==> config.mk <==
export PLATFORM = sky130hd
export DESIGN_NAME = uart_rx_cfg
export DESIGN_NICKNAME = d
export VERILOG_FILES = /design/src/rtl/uart_rx_cfg.sv
export SDC_FILE = /design/constraint.sdc
export NUM_CORES = 1
export LEC_CHECK = 0
export ABC_AREA = 0
export ABC_CLOCK_PERIOD_IN_PS = 2700
export CAP_MARGIN = 0
export CORE_MARGIN = 1
export CORE_UTILIZATION = 60
export CTS_CLUSTER_DIAMETER = 100
export DETAILED_ROUTE_END_ITERATION = 12
export DONT_BUFFER_PORTS = 1
export GPL_TIMING_DRIVEN = 0
export PLACE_DENSITY = 0.75
export SLEW_MARGIN = 30
export SYNTH_ARGS = -nofsm -noshare
export SYNTH_HDL_FRONTEND = slang
export SYNTH_SLANG_ARGS = --single-unit
==> constraint.sdc <==
create_clock -name clk -period 2.7 [get_ports clk]
set_clock_uncertainty 0.15 [all_clocks]
set_input_delay 0.675 -clock clk [delete_from_list [all_inputs] [get_ports clk]]
set_output_delay 0.675 -clock clk [all_outputs]
set_load 0.03 [all_outputs]
==> src/rtl/uart_rx_cfg.sv <==
// uart_rx_cfg: configurable UART receiver.
//   Runtime-selectable character length (5..DATA_BITS_MAX), parity
//   (none/even/odd), one or two stop bits. Each bit is decided by a
//   3-sample majority vote around mid-bit. Parity, framing and break
//   conditions are reported alongside each received character.
// Ports:
//   clk, rst_n          clock, asynchronous active-low reset
//   en                  receiver enable; low drops any frame in progress
//   clk_divider_valid   load clk_divider, restart tick counter, abort frame
//   clk_divider         sample tick period = clk_divider+1 clocks
//   data_bits           character length, clamped to [5,DATA_BITS_MAX]
//   parity_mode         00 none, 01 even, 10 odd, 11 none
//   stop_bits           0: one stop bit, 1: two
//   sin                 serial input, idle high
//   receiver_busy       high whenever the FSM is not idle
//   rx_data_valid       one-clock pulse per completed character
//   rx_data             received character, unused MSBs zero
//   rx_parity_error     parity mismatch, valid with rx_data_valid
//   rx_frame_error      a stop bit sampled low, valid with rx_data_valid
//   rx_break            break character, valid with rx_data_valid
module uart_rx_cfg #(
  parameter int DATA_BITS_MAX = 9,
  parameter int OVERSAMPLE    = 16,
  parameter int DIV_W         = 8,
  parameter int SYNC_STAGES   = 2
) (
  input  logic                     clk,
  input  logic                     rst_n,
  input  logic                     en,
  input  logic                     clk_divider_valid,
  input  logic [DIV_W-1:0]         clk_divider,
  input  logic [3:0]               data_bits,
  input  logic [1:0]               parity_mode,
  input  logic                     stop_bits,
  input  logic                     sin,
  output logic                     receiver_busy,
  output logic                     rx_data_valid,
  output logic [DATA_BITS_MAX-1:0] rx_data,
  output logic                     rx_parity_error,
  output logic                     rx_frame_error,
  output logic                     rx_break
);

  localparam int SW = $clog2(OVERSAMPLE);
  localparam int M  = OVERSAMPLE / 2;
  localparam logic [SW-1:0] S_VOTE0 = SW'(M - 1);
  localparam logic [SW-1:0] S_VOTE1 = SW'(M);
  localparam logic [SW-1:0] S_VOTE2 = SW'(M + 1);
  localparam logic [SW-1:0] S_LAST  = SW'(OVERSAMPLE - 1);
  localparam logic [3:0]    NB_MIN  = 4'd5;
  localparam logic [3:0]    NB_MAX  = 4'(DATA_BITS_MAX);

  typedef enum logic [2:0] {IDLE, START, DATA, PARITY, STOP, BRK_WAIT} state_t;

  state_t state_q, state_d;

  logic [DIV_W-1:0]         div_q, tcnt_q;
  logic                     tick;
  logic [SYNC_STAGES-1:0]   sync_q;
  logic                     sin_s, sin_prev_q, fall;
  logic [SW-1:0]            s_q;
  logic                     v0_q, v1_q, maj;
  logic                     at_mid, at_end;
  logic [3:0]               nbits_in, nbits_q, bit_cnt_q;
  logic [1:0]               pm_q;
  logic                     two_stop_q, par_en_q, par_q, stop0_q, fe_acc_q, stop_cnt_q;
  logic [DATA_BITS_MAX-1:0] data_q;
  logic                     last_data, last_stop, done;
  logic                     first_stop, brk_now, fe_now, pe_now;

  // Sample tick generator
  assign tick = (tcnt_q == div_q);

  always_ff @(posedge clk or negedge rst_n) begin
    if (!rst_n) begin
      div_q  <= '0;
      tcnt_q <= '0;
    end else if (clk_divider_valid) begin
      div_q  <= clk_divider;
      tcnt_q <= '0;
    end else if (tick) begin
      tcnt_q <= '0;
    end else begin
      tcnt_q <= tcnt_q + 1'b1;
    end
  end

  // Input synchroniser and edge detect
  assign sin_s = sync_q[SYNC_STAGES-1];
  assign fall  = sin_prev_q & ~sin_s;

  always_ff @(posedge clk or negedge rst_n) begin
    if (!rst_n) begin
      sync_q     <= '1;
      sin_prev_q <= 1'b1;
    end else begin
      sync_q     <= {sync_q[SYNC_STAGES-2:0], sin};
      sin_prev_q <= sin_s;
    end
  end

  always_comb begin
    nbits_in = data_bits;
    if (data_bits < NB_MIN)      nbits_in = NB_MIN;
    else if (data_bits > NB_MAX) nbits_in = NB_MAX;
  end

  assign at_mid    = tick && (s_q == S_VOTE2);
  assign at_end    = tick && (s_q == S_LAST);
  assign maj       = (v0_q & v1_q) | (v0_q & sin_s) | (v1_q & sin_s);
  assign last_data = (bit_cnt_q == nbits_q - 1'b1);
  assign last_stop = (stop_cnt_q == two_stop_q);
  assign done      = (state_q == STOP) && at_mid && last_stop;

  // Completion flags; the final stop sample is still in flight as maj
  assign first_stop = stop_cnt_q ? stop0_q : maj;
  assign fe_now     = fe_acc_q | ~maj;
  assign pe_now     = par_en_q && ((^data_q ^ par_q) != (pm_q == 2'b10));
  assign brk_now    = (data_q == '0) && !(par_en_q && par_q) && !first_stop;

  always_ff @(posedge clk or negedge rst_n) begin
    if (!rst_n) state_q <= IDLE;
    else        state_q <= state_d;
  end

  always_comb begin
    state_d = state_q;
    if (!en || clk_divider_valid) begin
      state_d = IDLE;
    end else begin
      case (state_q)
        IDLE:     if (fall) state_d = START;
        START:    if (at_mid && maj) state_d = IDLE;
                  else if (at_end) state_d = DATA;
        DATA:     if (at_end && last_data) state_d = par_en_q ? PARITY : STOP;
        PARITY:   if (at_end) state_d = STOP;
        STOP:     if (done) state_d = brk_now ? BRK_WAIT : IDLE;
        BRK_WAIT: if (sin_s) state_d = IDLE;
        default:  state_d = IDLE;
      endcase
    end
  end

  assign receiver_busy = (state_q != IDLE);

  always_ff @(posedge clk or negedge rst_n) begin
    if (!rst_n) begin
      s_q             <= '0;
      v0_q            <= 1'b1;
      v1_q            <= 1'b1;
      nbits_q         <= NB_MIN;
      bit_cnt_q       <= '0;
      pm_q            <= '0;
      two_stop_q      <= 1'b0;
      par_en_q        <= 1'b0;
      par_q           <= 1'b0;
      stop0_q         <= 1'b1;
      stop_cnt_q      <= 1'b0;
      fe_acc_q        <= 1'b0;
      data_q          <= '0;
      rx_data_valid   <= 1'b0;
      rx_data         <= '0;
      rx_parity_error <= 1'b0;
      rx_frame_error  <= 1'b0;
      rx_break        <= 1'b0;
    end else begin
      rx_data_valid <= 1'b0;

      if (state_q == IDLE) s_q <= '0;
      else if (at_end)     s_q <= '0;
      else if (tick)       s_q <= s_q + 1'b1;

      if (tick && s_q == S_VOTE0) v0_q <= sin_s;
      if (tick && s_q == S_VOTE1) v1_q <= sin_s;

      if (state_q == IDLE && state_d == START) begin
        nbits_q    <= nbits_in;
        pm_q       <= parity_mode;
        par_en_q   <= (parity_mode == 2'b01) || (parity_mode == 2'b10);
        two_stop_q <= stop_bits;
        data_q     <= '0;
        bit_cnt_q  <= '0;
        stop_cnt_q <= 1'b0;
        fe_acc_q   <= 1'b0;
      end

      case (state_q)
        DATA: begin
          if (at_mid) data_q[bit_cnt_q] <= maj;
          if (at_end && !last_data) bit_cnt_q <= bit_cnt_q + 1'b1;
        end
        PARITY: if (at_mid) par_q <= maj;
        STOP: begin
          if (at_mid) begin
            if (!stop_cnt_q) stop0_q <= maj;
            fe_acc_q <= fe_now;
          end
          if (at_end) stop_cnt_q <= 1'b1;
        end
        default: ;
      endcase

      // A divider load or disable in the completion cycle suppresses the pulse
      if (done && en && !clk_divider_valid) begin
        rx_data_valid   <= 1'b1;
        rx_data         <= data_q;
        rx_parity_error <= pe_now;
        rx_frame_error  <= fe_now;
        rx_break        <= brk_now;
      end
    end
  end

endmodule
==> insert_results.sql <==
INSERT INTO impl_metrics (metric_group, metric, value, unit) VALUES
('timing', 'tightestPinTransition', '0.615', 'ns'),
('min_path', 'min-delay-path-class', 'input pin to asynchronous set/reset pin', ''),
('flow_run', 'drv.max_cap_violation_count', '0', ''),
('die', 'width_of_the_chip', '77.6', 'µm'),
('synth', 'netlist-cell-type-count', '48', ''),
('drt', 'detailroute.via_count', '2367', ''),
('drt', 'drc_errors', '0', ''),
('drt', 'routed-wl-met3', '345', 'µm'),
('synth', 'syn_nets', '360', ''),
('critical_path', 'startpoint_type', 'flip-flop', ''),
('synth', 'synthTopCellsByArea', 'dfrtp_1 (42%), dfstp_2 (6.1%), ha_1 (4.7%), xor2_1 (4.3%), mux2_1 (3.6%)', ''),
('layout', 'layoutNonFillerInstCount', '416', ''),
('clock_network', 'clock_tree.root_cell', 'clkbuf_8', ''),
('pwr', 'share_comb_of_total_power', '0.137', ''),
('synth', 'yosysSeqAreaShare', '0.484', ''),
('critical_path', 'worst-endpoint-required', '2.77', 'ns'),
('pwr', 'switching_share', '0.253', ''),
('synth', 'post_synth_inst_count', '327', ''),
('die', 'core_area', '5510', 'µm²'),
('placed_design', 'gp_congestion', '0.869', ''),
('timing', 'fin_crit_sh', '0.939', ''),
('timing', 'slew_headroom', '0.587', ''),
('critical_path', 'end_kind', 'flip-flop', ''),
('synth', 'synth_top_cell_by_area', 'dfrtp_1', ''),
('pwr', 'fin_total_pwr', '2.35', 'mW'),
('die', 'design.die.area', '6020', 'µm²'),
('timing', 'fin_worst_hold_slack', '0.0243', 'ns'),
('pwr', 'power_density', '620', 'nW/µm²'),
('synth', 'syn_area', '3430', 'µm²'),
('timing', 'maxClockFrequency', '0.394', 'GHz'),
('critical_path', 'cp_cell_sequence', 'a21o_1 > o21ai_1 > o211ai_1 > o32ai_4 > and2_1 > buf_4 > mux2_1', ''),
('timing', 'final_max_slew_viol_count', '0', ''),
('drt', 'route.met2.wl', '3010', 'µm'),
('clock_network', 'ctsHtreeMaxLevel', '3', ''),
('drt', 'final_antenna_net_count', '0', ''),
('synth', 'synth-async-reset-ratio', '1.00', ''),
('timing', 'finalHoldViolations', '0', ''),
('layout', 'regArea', '1660', 'µm²'),
('critical_path', 'cp.arrival', '2.61', 'ns'),
('drt', 'detailedRoute.firstIterationViolations', '143', ''),
('pwr', 'irDropWorstVdd', '0.401', 'mV'),
('synth', 'post-synth-top-area-fraction', '0.423', ''),
('pwr', 'p_switching', '0.595', 'mW'),
('drt', 'routedLengthMet1', '2970', 'µm'),
('pwr', 'seqPwrFrac', '0.478', ''),
('timing', 'setup_viol_count_final', '0', ''),
('pwr', 'leakage_power', '1.70', 'nW'),
('placed_design', 'portBuffers', '0', ''),
('placed_design', 'numPlacedInstances', '399', ''),
('pwr', 'clock_power_share', '0.384', ''),
('critical_path', 'timing.setup.critical_path_class', 'flip-flop to flip-flop', ''),
('clock_network', 'clock_slew_at_the_register_clock_pins_of_the_worst_setup_and_hold_paths', '0.07', 'ns'),
('grt', 'first_global_vias', '2306', ''),
('die', 'rows', '27', ''),
('synth', 'synth_enable_flop_cells', '0', ''),
('timing', 'period_needed', '2.54', 'ns'),
('drt', 'drt-vias-per-instance', '5.69', ''),
('layout', 'final_common_cell', 'dfrtp_1', ''),
('die', 'initial_core_util', '0.623', ''),
('run_status', 'status', 'completed', ''),
('timing', 'grt_setup_unrepaired', 'false', ''),
('critical_path', 'worst-r2r-cell-count', '7', ''),
('grt', 'largest_net_degree_at_the_start_of_global_routing', '59', ''),
('placed_design', 'hpwlAfterDp', '4570', 'µm'),
('drt', 'top_layer_used', 'met4', ''),
('clock_network', 'cts_buffer_depth', '2', ''),
('synth', 'total_of_flip_flops_plus_latches_after_synthesis', '66', ''),
('synth', 'synth.yosys.warnings', '0', ''),
('layout', 'antennaDiodeCount', '0', ''),
('layout', 'final_net_count', '372', ''),
('grt', 'gr-usage-all-layers', '0.233', '');
==> final timing paths <==
kind / start / end / slack (ns)
setup reg to reg: sync_q[1]$_DFF_PN1_ / pm_q[1]$_DFFE_PN0P_ / 0.16
min in group clk: sin / sync_q[0]$_DFF_PN1_ / 0.18
hold reg to reg: sync_q[0]$_DFF_PN1_ / sync_q[1]$_DFF_PN1_ / 0.21
hold / removal: rst_n / nbits_q[0]$_DFFE_PN1P_ / 0.02
setup / recovery: sync_q[1]$_DFF_PN1_ / pm_q[1]$_DFFE_PN0P_ / 0.16
max in group asynchronous: rst_n / data_q[3]$_DFF_PN0_ / 2.12
==> layer usage <==
layer  track usage  up-vias
li1              -     1155
met1         0.309     1146
met2         0.365       56
met3        0.0659       10
met4        0.0849        0
met5             0        -
==> cells by family after synthesis <==
kind of cell               after synthesis  synth area share
xor gates and xnor gates                30            0.0766
AOI/OAI and AO/OA                       54            0.0966
muxes                                   26            0.0901
adders and majority gates               13            0.0474
and+or+nand+nor                        101             0.159
buffers and inverters                   37            0.0459
DFF                                     66             0.484
==> power groups by stage <==
stage	Combinational [mW]	Sequential, mW	Clock, mW
floorplan	0.244	1.12	0
global placement	0.279	1.14	0
detailed placement	0.292	1.14	0
CTS	0.319	1.12	0.923
global route	0.361	1.13	0.961
finish	0.322	1.12	0.902
==> synth_stat cells (6+ instances only) <==
cell      instances
dfrtp_1          58
inv_1            25
nor2_1           25
nand2_1          20
xor2_1           17
o21ai_1          16
ha_1             13
nand3_1          13
xnor2_1          13
a21oi_1          11
mux2_1           11
o21ai_0           9
dfstp_2           8
mux2_2            8
clkbuf_1          6
nand4_1           6
==> cell type report <==
class                      instances  area share
inverter                          25      0.0248
timing repair buffer               1     0.00728
buffer                            12      0.0169
multi-input combinational        224       0.430
clock buffer                      11      0.0374
tap                               72      0.0238
sequential                        66       0.439
clock inverter                     5      0.0205
==> critical path, delay by kind of cell (launching register included) <==
kind	cells	cell delay [ns]
compound gates	4	0.99
buf+inv	1	0.18
flops	1	0.61
mux	1	0.31
simple gates	1	0.18
==> stage by stage <==
stage	setup WS, ns	cell area, µm²	utilization	TNS, ns
finish	0.163	3780	0.687	0
global route	0.00757	3780	0.687	0
CTS	0.160	3770	0.685	0
detailed placement	-0.0745	3520	0.639	-0.426
global placement	-0.114	3520	0.639	-0.921
floorplan	0.446	3430	-	0
==> sequential cells by signal, indices dropped and copies added, names as in the netlist, 2 cells and up <==
signal / flops
rx_data: 9
sync_q: 2
div_q: 8
tcnt_q: 8
pm_q: 2
nbits_q: 4
state_q: 3
bit_cnt_q: 4
s_q: 4
data_q: 9
==> timing repair <==
item | 4_1_cts | 5_1_grt
pin swaps | 0 | 0
resized for setup | 1 | 1
setup buffers | 0 | 0
endpoints found under the hold margin | 58 | 0
hold buffers | 1 | 0
endpoints found under the setup margin | 11 | 10
No activity file was read; power rests on OpenSTA's default activity.
